[config.mk]
export PLATFORM = sky130hd
export DESIGN_NAME = mem_arbiter
export DESIGN_NICKNAME = d
export VERILOG_FILES = /design/src/rtl/mem_arbiter.sv
export SDC_FILE = /design/constraint.sdc
export NUM_CORES = 1
export LEC_CHECK = 0
export ABC_AREA = 1
export BUFFER_PORTS_ARGS = -buffer_cell sky130_fd_sc_hd__buf_2
export CORE_AREA = 2 2 117 119
export DETAILED_ROUTE_END_ITERATION = 8
export DIE_AREA = 0 0 119 121
export MAX_ROUTING_LAYER = met4
export PLACE_DENSITY = 0.54
export SYNTH_ARGS = -nofsm -noshare
export SYNTH_HDL_FRONTEND = slang
export SYNTH_HIERARCHICAL = 1
export SYNTH_SLANG_ARGS = --single-unit
[constraint.sdc]
create_clock -name clk -period 1.6 [get_ports clk]
set_input_delay 0.08 -clock clk [delete_from_list [all_inputs] [get_ports clk]]
set_output_delay 0.08 -clock clk [all_outputs]
set_load 0.05 [all_outputs]
[src/rtl/mem_arbiter.sv]
// mem_arbiter -- two-master arbiter for a single synchronous-read data RAM port.
//
// Purpose:
//   Shares one RAM port between the CPU data port (m0) and a second bus master
//   (m1: loader/DMA). Grant is combinational, round-robin on ties, with a
//   bounded burst lock so one master can hold the port for at most MAX_BURST
//   consecutive transfers while the other is waiting. Read data comes back to
//   the issuing master one cycle after acceptance (RAM read latency).
//
// Ports:
//   clk, reset                 clock, async active-low reset
//   mN_valid/ready             request handshake (transfer = valid & ready)
//   mN_write/addr/wdata        request payload
//   mN_rvalid/rdata            read response, one cycle after a read transfer
//   mem_en/write/addr/wdata    RAM port, muxed from the granted master
//   mem_rdata                  RAM read data, valid the cycle after a read

// Per-master response steering: one instance per master.
module mem_arbiter_rsp #(
  parameter int DW = 32,
  parameter bit ID = 1'b0
) (
  input  logic          i_pend,
  input  logic          i_who,
  input  logic [DW-1:0] i_rdata,
  output logic          o_rvalid,
  output logic [DW-1:0] o_rdata
);
  assign o_rvalid = i_pend & (i_who == ID);
  // Data is broadcast; only the owner's rvalid qualifies it.
  assign o_rdata  = i_rdata;
endmodule

module mem_arbiter #(
  parameter int AW        = 32,
  parameter int DW        = 32,
  parameter int MAX_BURST = 4
) (
  input  logic          clk,
  input  logic          reset,
  input  logic          m0_valid,
  output logic          m0_ready,
  input  logic          m0_write,
  input  logic [AW-1:0] m0_addr,
  input  logic [DW-1:0] m0_wdata,
  output logic          m0_rvalid,
  output logic [DW-1:0] m0_rdata,
  input  logic          m1_valid,
  output logic          m1_ready,
  input  logic          m1_write,
  input  logic [AW-1:0] m1_addr,
  input  logic [DW-1:0] m1_wdata,
  output logic          m1_rvalid,
  output logic [DW-1:0] m1_rdata,
  output logic          mem_en,
  output logic          mem_write,
  output logic [AW-1:0] mem_addr,
  output logic [DW-1:0] mem_wdata,
  input  logic [DW-1:0] mem_rdata
);
  localparam int NM = 2;
  localparam int CW = $clog2(MAX_BURST + 1);
  localparam logic [CW-1:0] CMAX = CW'(MAX_BURST);

  typedef struct packed {
    logic          write;
    logic [AW-1:0] addr;
    logic [DW-1:0] wdata;
  } req_t;

  logic          r_last;     // master of most recent transfer
  logic [CW-1:0] r_cnt;      // run length of r_last; 0 means last cycle was idle
  logic          r_rd_pend;
  logic          r_rd_who;

  logic [NM-1:0]          w_req_v;
  req_t [NM-1:0]          w_req;
  logic                   w_lock;
  logic                   w_gnt_vld;
  logic                   w_gnt;
  logic [CW-1:0]          w_cnt_inc;
  logic [NM-1:0]          w_rvalid;
  logic [NM-1:0][DW-1:0]  w_rdata;

  // Requests are masked while in reset so ready/mem outputs stay low.
  assign w_req_v  = {m1_valid, m0_valid} & {NM{reset}};
  assign w_req[0] = '{write: m0_write, addr: m0_addr, wdata: m0_wdata};
  assign w_req[1] = '{write: m1_write, addr: m1_addr, wdata: m1_wdata};

  // r_cnt != 0 implies the previous cycle carried a transfer by r_last,
  // because an idle cycle clears the counter.
  assign w_lock = (r_cnt != '0) && (r_cnt < CMAX) && w_req_v[r_last];

  always_comb begin
    w_gnt_vld = 1'b0;
    w_gnt     = 1'b0;
    if (w_lock) begin
      w_gnt_vld = 1'b1;
      w_gnt     = r_last;
    end else if (&w_req_v) begin
      w_gnt_vld = 1'b1;
      w_gnt     = ~r_last;
    end else if (w_req_v[0]) begin
      w_gnt_vld = 1'b1;
      w_gnt     = 1'b0;
    end else if (w_req_v[1]) begin
      w_gnt_vld = 1'b1;
      w_gnt     = 1'b1;
    end
  end

  assign m0_ready  = w_gnt_vld & ~w_gnt;
  assign m1_ready  = w_gnt_vld &  w_gnt;

  assign mem_en    = w_gnt_vld;
  assign mem_write = w_gnt_vld & w_req[w_gnt].write;
  assign mem_addr  = w_gnt_vld ? w_req[w_gnt].addr  : '0;
  assign mem_wdata = w_gnt_vld ? w_req[w_gnt].wdata : '0;

  assign w_cnt_inc = (r_cnt == CMAX) ? r_cnt : r_cnt + CW'(1);

  always_ff @(posedge clk or negedge reset) begin
    if (!reset) begin
      r_last    <= 1'b1;     // m0 wins the first tie
      r_cnt     <= '0;
      r_rd_pend <= 1'b0;
      r_rd_who  <= 1'b0;
    end else if (w_gnt_vld) begin
      r_last    <= w_gnt;
      r_cnt     <= ((w_gnt == r_last) && (r_cnt != '0)) ? w_cnt_inc : CW'(1);
      r_rd_pend <= ~w_req[w_gnt].write;
      r_rd_who  <= w_gnt;
    end else begin
      r_cnt     <= '0;
      r_rd_pend <= 1'b0;
    end
  end

  for (genvar g = 0; g < NM; g++) begin : g_rsp
    mem_arbiter_rsp #(.DW(DW), .ID(g[0])) u_rsp (
      .i_pend   (r_rd_pend),
      .i_who    (r_rd_who),
      .i_rdata  (mem_rdata),
      .o_rvalid (w_rvalid[g]),
      .o_rdata  (w_rdata[g])
    );
  end

  assign m0_rvalid = w_rvalid[0];
  assign m1_rvalid = w_rvalid[1];
  assign m0_rdata  = w_rdata[0];
  assign m1_rdata  = w_rdata[1];

endmodule

==> impl_metrics.csv <==
group,metric,value,unit
status,status,"finished with violations",
status,violations,"setup timing",
worst_hold_path,whs_endpoint,"r_rd_pend",
cts,clk_pin_slew,0.04,ns
cts,tritoncts,"done",
layout,drive_above_1_share,89.89,%
die,die_area,14400,um^2
yosys,syn_area_per_cell,8.013,um^2
worst_setup_path,path_class,"register to output port",
layout,n_fill_cell,1339,
cts,clock_sinks,6,
worst_setup_path,crit_family,"buffers and inverters",
die,dieWidth,119,um
sta,period_minus_slack,1.999,ns
yosys,syn-num-nets,371,
grt,antenna_found_initial,1,
yosys,yosysSeqAreaShare,9.308,%
worst_setup_path,r2r_cells,12,
yosys,synth_warnings,6,
yosys,yosysTopAreaCell,"a22o_1",
grt,grt_max_degree,15,
worst_setup_path,worst_ep_required_time,1.52,ns
sta,rsz0062_at_grt,"yes",
yosys,synth_top_area_share,34.46,%
cts,htree_levels,1,
drt,vias_per_cell,4.018,
sta,hold_violations,0,
worst_hold_path,min_path_type,"input port to register",
drt,dr_total_vias,2182,
die,io_pins,300,
power,ir_worst_vdd,274.4,uV
yosys,syn-cell-area,1627,um^2
worst_hold_path,hold_depth,4,
yosys,syn_inst,203,
cts,ctsRootBufferMaster,"clkbuf_16",
cts,clockBufferDepth,2,
yosys,synth_edf_count,0,
worst_setup_path,max_stage_delay,0.36,ns
drt,dr.pass1.iters,3,
power,powerDensity,749.4,nW/um^2
worst_setup_path,slowest_stage,"dfrtp_1",
placed_design,dp_slack,-0.3078,ns
sta,worst_pin_slew,0.2995,ns
drt,drtIter0Drc,30,
yosys,async_flop_share,100.0,%
grt,grt_pass1_vias,2314,
grt,grt_pass1_wl,13520,um
die,rows,42,
yosys,synthDistinctLibCells,23,
yosys,synth_common_cells,"a22o_1, buf_4, nand2_1",
drt,post_drt_wl_per_cell,17.98,um
job,drv_cap,0,
sta,layout_setup_ws,-0.3991,ns
worst_setup_path,reg2reg_slack,0.04,ns
layout,nets,535,
placed_design,io_buffers,203,
power,leakagePower,2.006,nW
grt,grt_usage,12.73,%
worst_setup_path,cp.buffers_inverters,4,
worst_setup_path,crit_path_frequent_cell,"nand2_2",
yosys,synth_ff_type,"dfrtp_1",
cts,clk-insertion-delay-late,0.23,ns
yosys,yosys_register_bits,6,
placed_design,hpwl,6610,um
die,coreArea,13090,um^2
grt,grt_overflow,0,
drt,drc_errors,0,
worst_setup_path,cp.arrival,1.92,ns
sta,fin_hold_ws,0.1591,ns
worst_setup_path,endpoint_kind,"output port",
drt,final_antenna_net_count,0,
sta,report.final.slew_viol_count,0,
worst_setup_path,crit_chain,"inv_2 -> ha_4 -> nor2_4 -> nand2_2 -> nand2_2 -> nand2_4 -> buf_12 -> clkbuf_16 -> a22o_2 -> buf_6",
sta,finalClockSkew,0.002585,ns
worst_setup_path,r2r_start,"r_cnt[0]",
worst_hold_path,hp-start,"m0_write",
die,initial_core_util,12.43,%
cts,cts_buffers,3,
sta,timing.final.crit_share,124.9,%
layout,area_growth,138.9,%
placed_design,gp_congestion,0.6663,
drt,finalWirelength,9761,um
sta,maxSlewHeadroom,79.96,%
die,die_h,121,um
worst_setup_path,regToRegEndpoint,"r_rd_pend",
sta,setup-violations-final,67,
yosys,synth.area.top_cells,"a22o_1, buf_4, dfrtp_1",
worst_setup_path,crit_fanout,9,
sta,fmax,500.2,MHz
worst_setup_path,cp-start-kind,"register",
## per-stage QoR
stage / utilization [%] / power (mW) / std cells / area (um^2) / TNS [ns]
final: 29.70 / 2.912 / 543 / 3886 / -24.95
after global routing: 29.70 / 3.026 / 543 / 3886 / -29.73
after floorplan: - / 1.779 / 203 / 1862 / -4.296
after CTS: 28.56 / 2.856 / 537 / 3737 / -24.60
after global placement: 21.48 / 1.881 / 517 / 2810 / -10.48
after detailed placement: 21.48 / 1.903 / 517 / 2810 / -14.95
## how the worst max path moves through the flow
| stage | startpoint | to | slack, ns | cells after the start |
|---|---|---|---|---|
| 2_1_floorplan | r_cnt[0] | mem_addr[11] | -0.09 | 10 |
| 3_3_place_gp | r_cnt[1] | mem_wdata[14] | -0.23 | 10 |
| 3_5_place_dp | r_cnt[1] | mem_wdata[17] | -0.31 | 10 |
| 4_1_cts | r_cnt[0] | mem_wdata[3] | -0.40 | 11 |
| 5_1_grt | r_cnt[1] | mem_wdata[3] | -0.47 | 11 |
| 6_report | r_cnt[0] | mem_addr[29] | -0.40 | 10 |
## what timing repair did
item,4_1_cts,5_1_grt
pin swaps,5,6
resized for setup,158,21
hold endpoints to repair,5,0
cloned,8,1
setup buffers,7,4
setup endpoints to repair,67,70
hold buffers,1,0
## layer usage
| metal | vias to the layer above | global-route usage [%] | share of wire [%] |
|---|---|---|---|
| met2 | 149 | 24.32 | 55 |
| li1 | 1002 | - | - |
| met3 | 19 | 2.773 | 8.2 |
| met1 | 1012 | 13.22 | 35 |
| met4 | 0 | 3.199 | 2.0 |
| met5 | - | - | 0 |
## logic make-up (layout without fill, tap and decap cells)
family                   Yosys count  in the layout  synth area share (%)
AO/OA/AOI/OAI                     69             69                 36.00
XOR/XNOR                           1              1                0.5386
adder cells (fa/ha/maj)            2              2                 1.538
buffers and inverters             89            252                 41.23
flip-flops                         6              6                 9.308
other                              0              1                     0
AND/OR/NAND/NOR                   36             36                 11.38
## state kept, by name (all words and copies together) (netlist names)
signal	flops
r_rd_who	1
r_cnt	3
r_rd_pend	1
r_last	1
## worst reg2reg max path, stage by stage (launching register included)
cell and delay [ns]:
dfrtp_1 0.36, inv_2 0.06, ha_4 0.16, nor2_4 0.11, nand2_2 0.08, nand2_2 0.08
nand2_4 0.07, buf_12 0.17, buf_4 0.15, inv_4 0.06, nand2_4 0.05, nand2_1 0.07
nor2_2 0.04
## report_power, final
group          leakage [nW]  total, mW  switching (mW)  internal [mW]
logic                  1.89       2.31            1.24           1.07
clock network        0.0382      0.419          0.0886          0.331
registers            0.0762      0.185          0.0136          0.171
## cell type report
class | instances | area, um^2 | area share [%]
timing repair buffer | 237 | 2168 | 55.80
multi-input combinational | 108 | 1221 | 31.42
tap | 176 | 220.2 | 5.666
sequential | 6 | 151.4 | 3.896
clock buffer | 4 | 78.83 | 2.028
inverter | 11 | 43.79 | 1.127
antenna | 1 | 2.502 | 0.06439
## cell usage in the layout (no fill, tap or decap), types with 2 or more instances in the layout
master and instances:
nand3_2 5, clkbuf_16 4, nand2_1 12, nor2_2 2, buf_6 35, buf_2 136, buf_12 21, inv_2 4
nand2_4 3, nand2_2 4, inv_1 6, nor2_4 3, nand3_1 4, buf_16 9, buf_4 16, o21ai_1 3
a22o_2 30, buf_8 18, dfrtp_1 5, a22o_4 34
No activity file was read; power rests on OpenSTA's default activity.
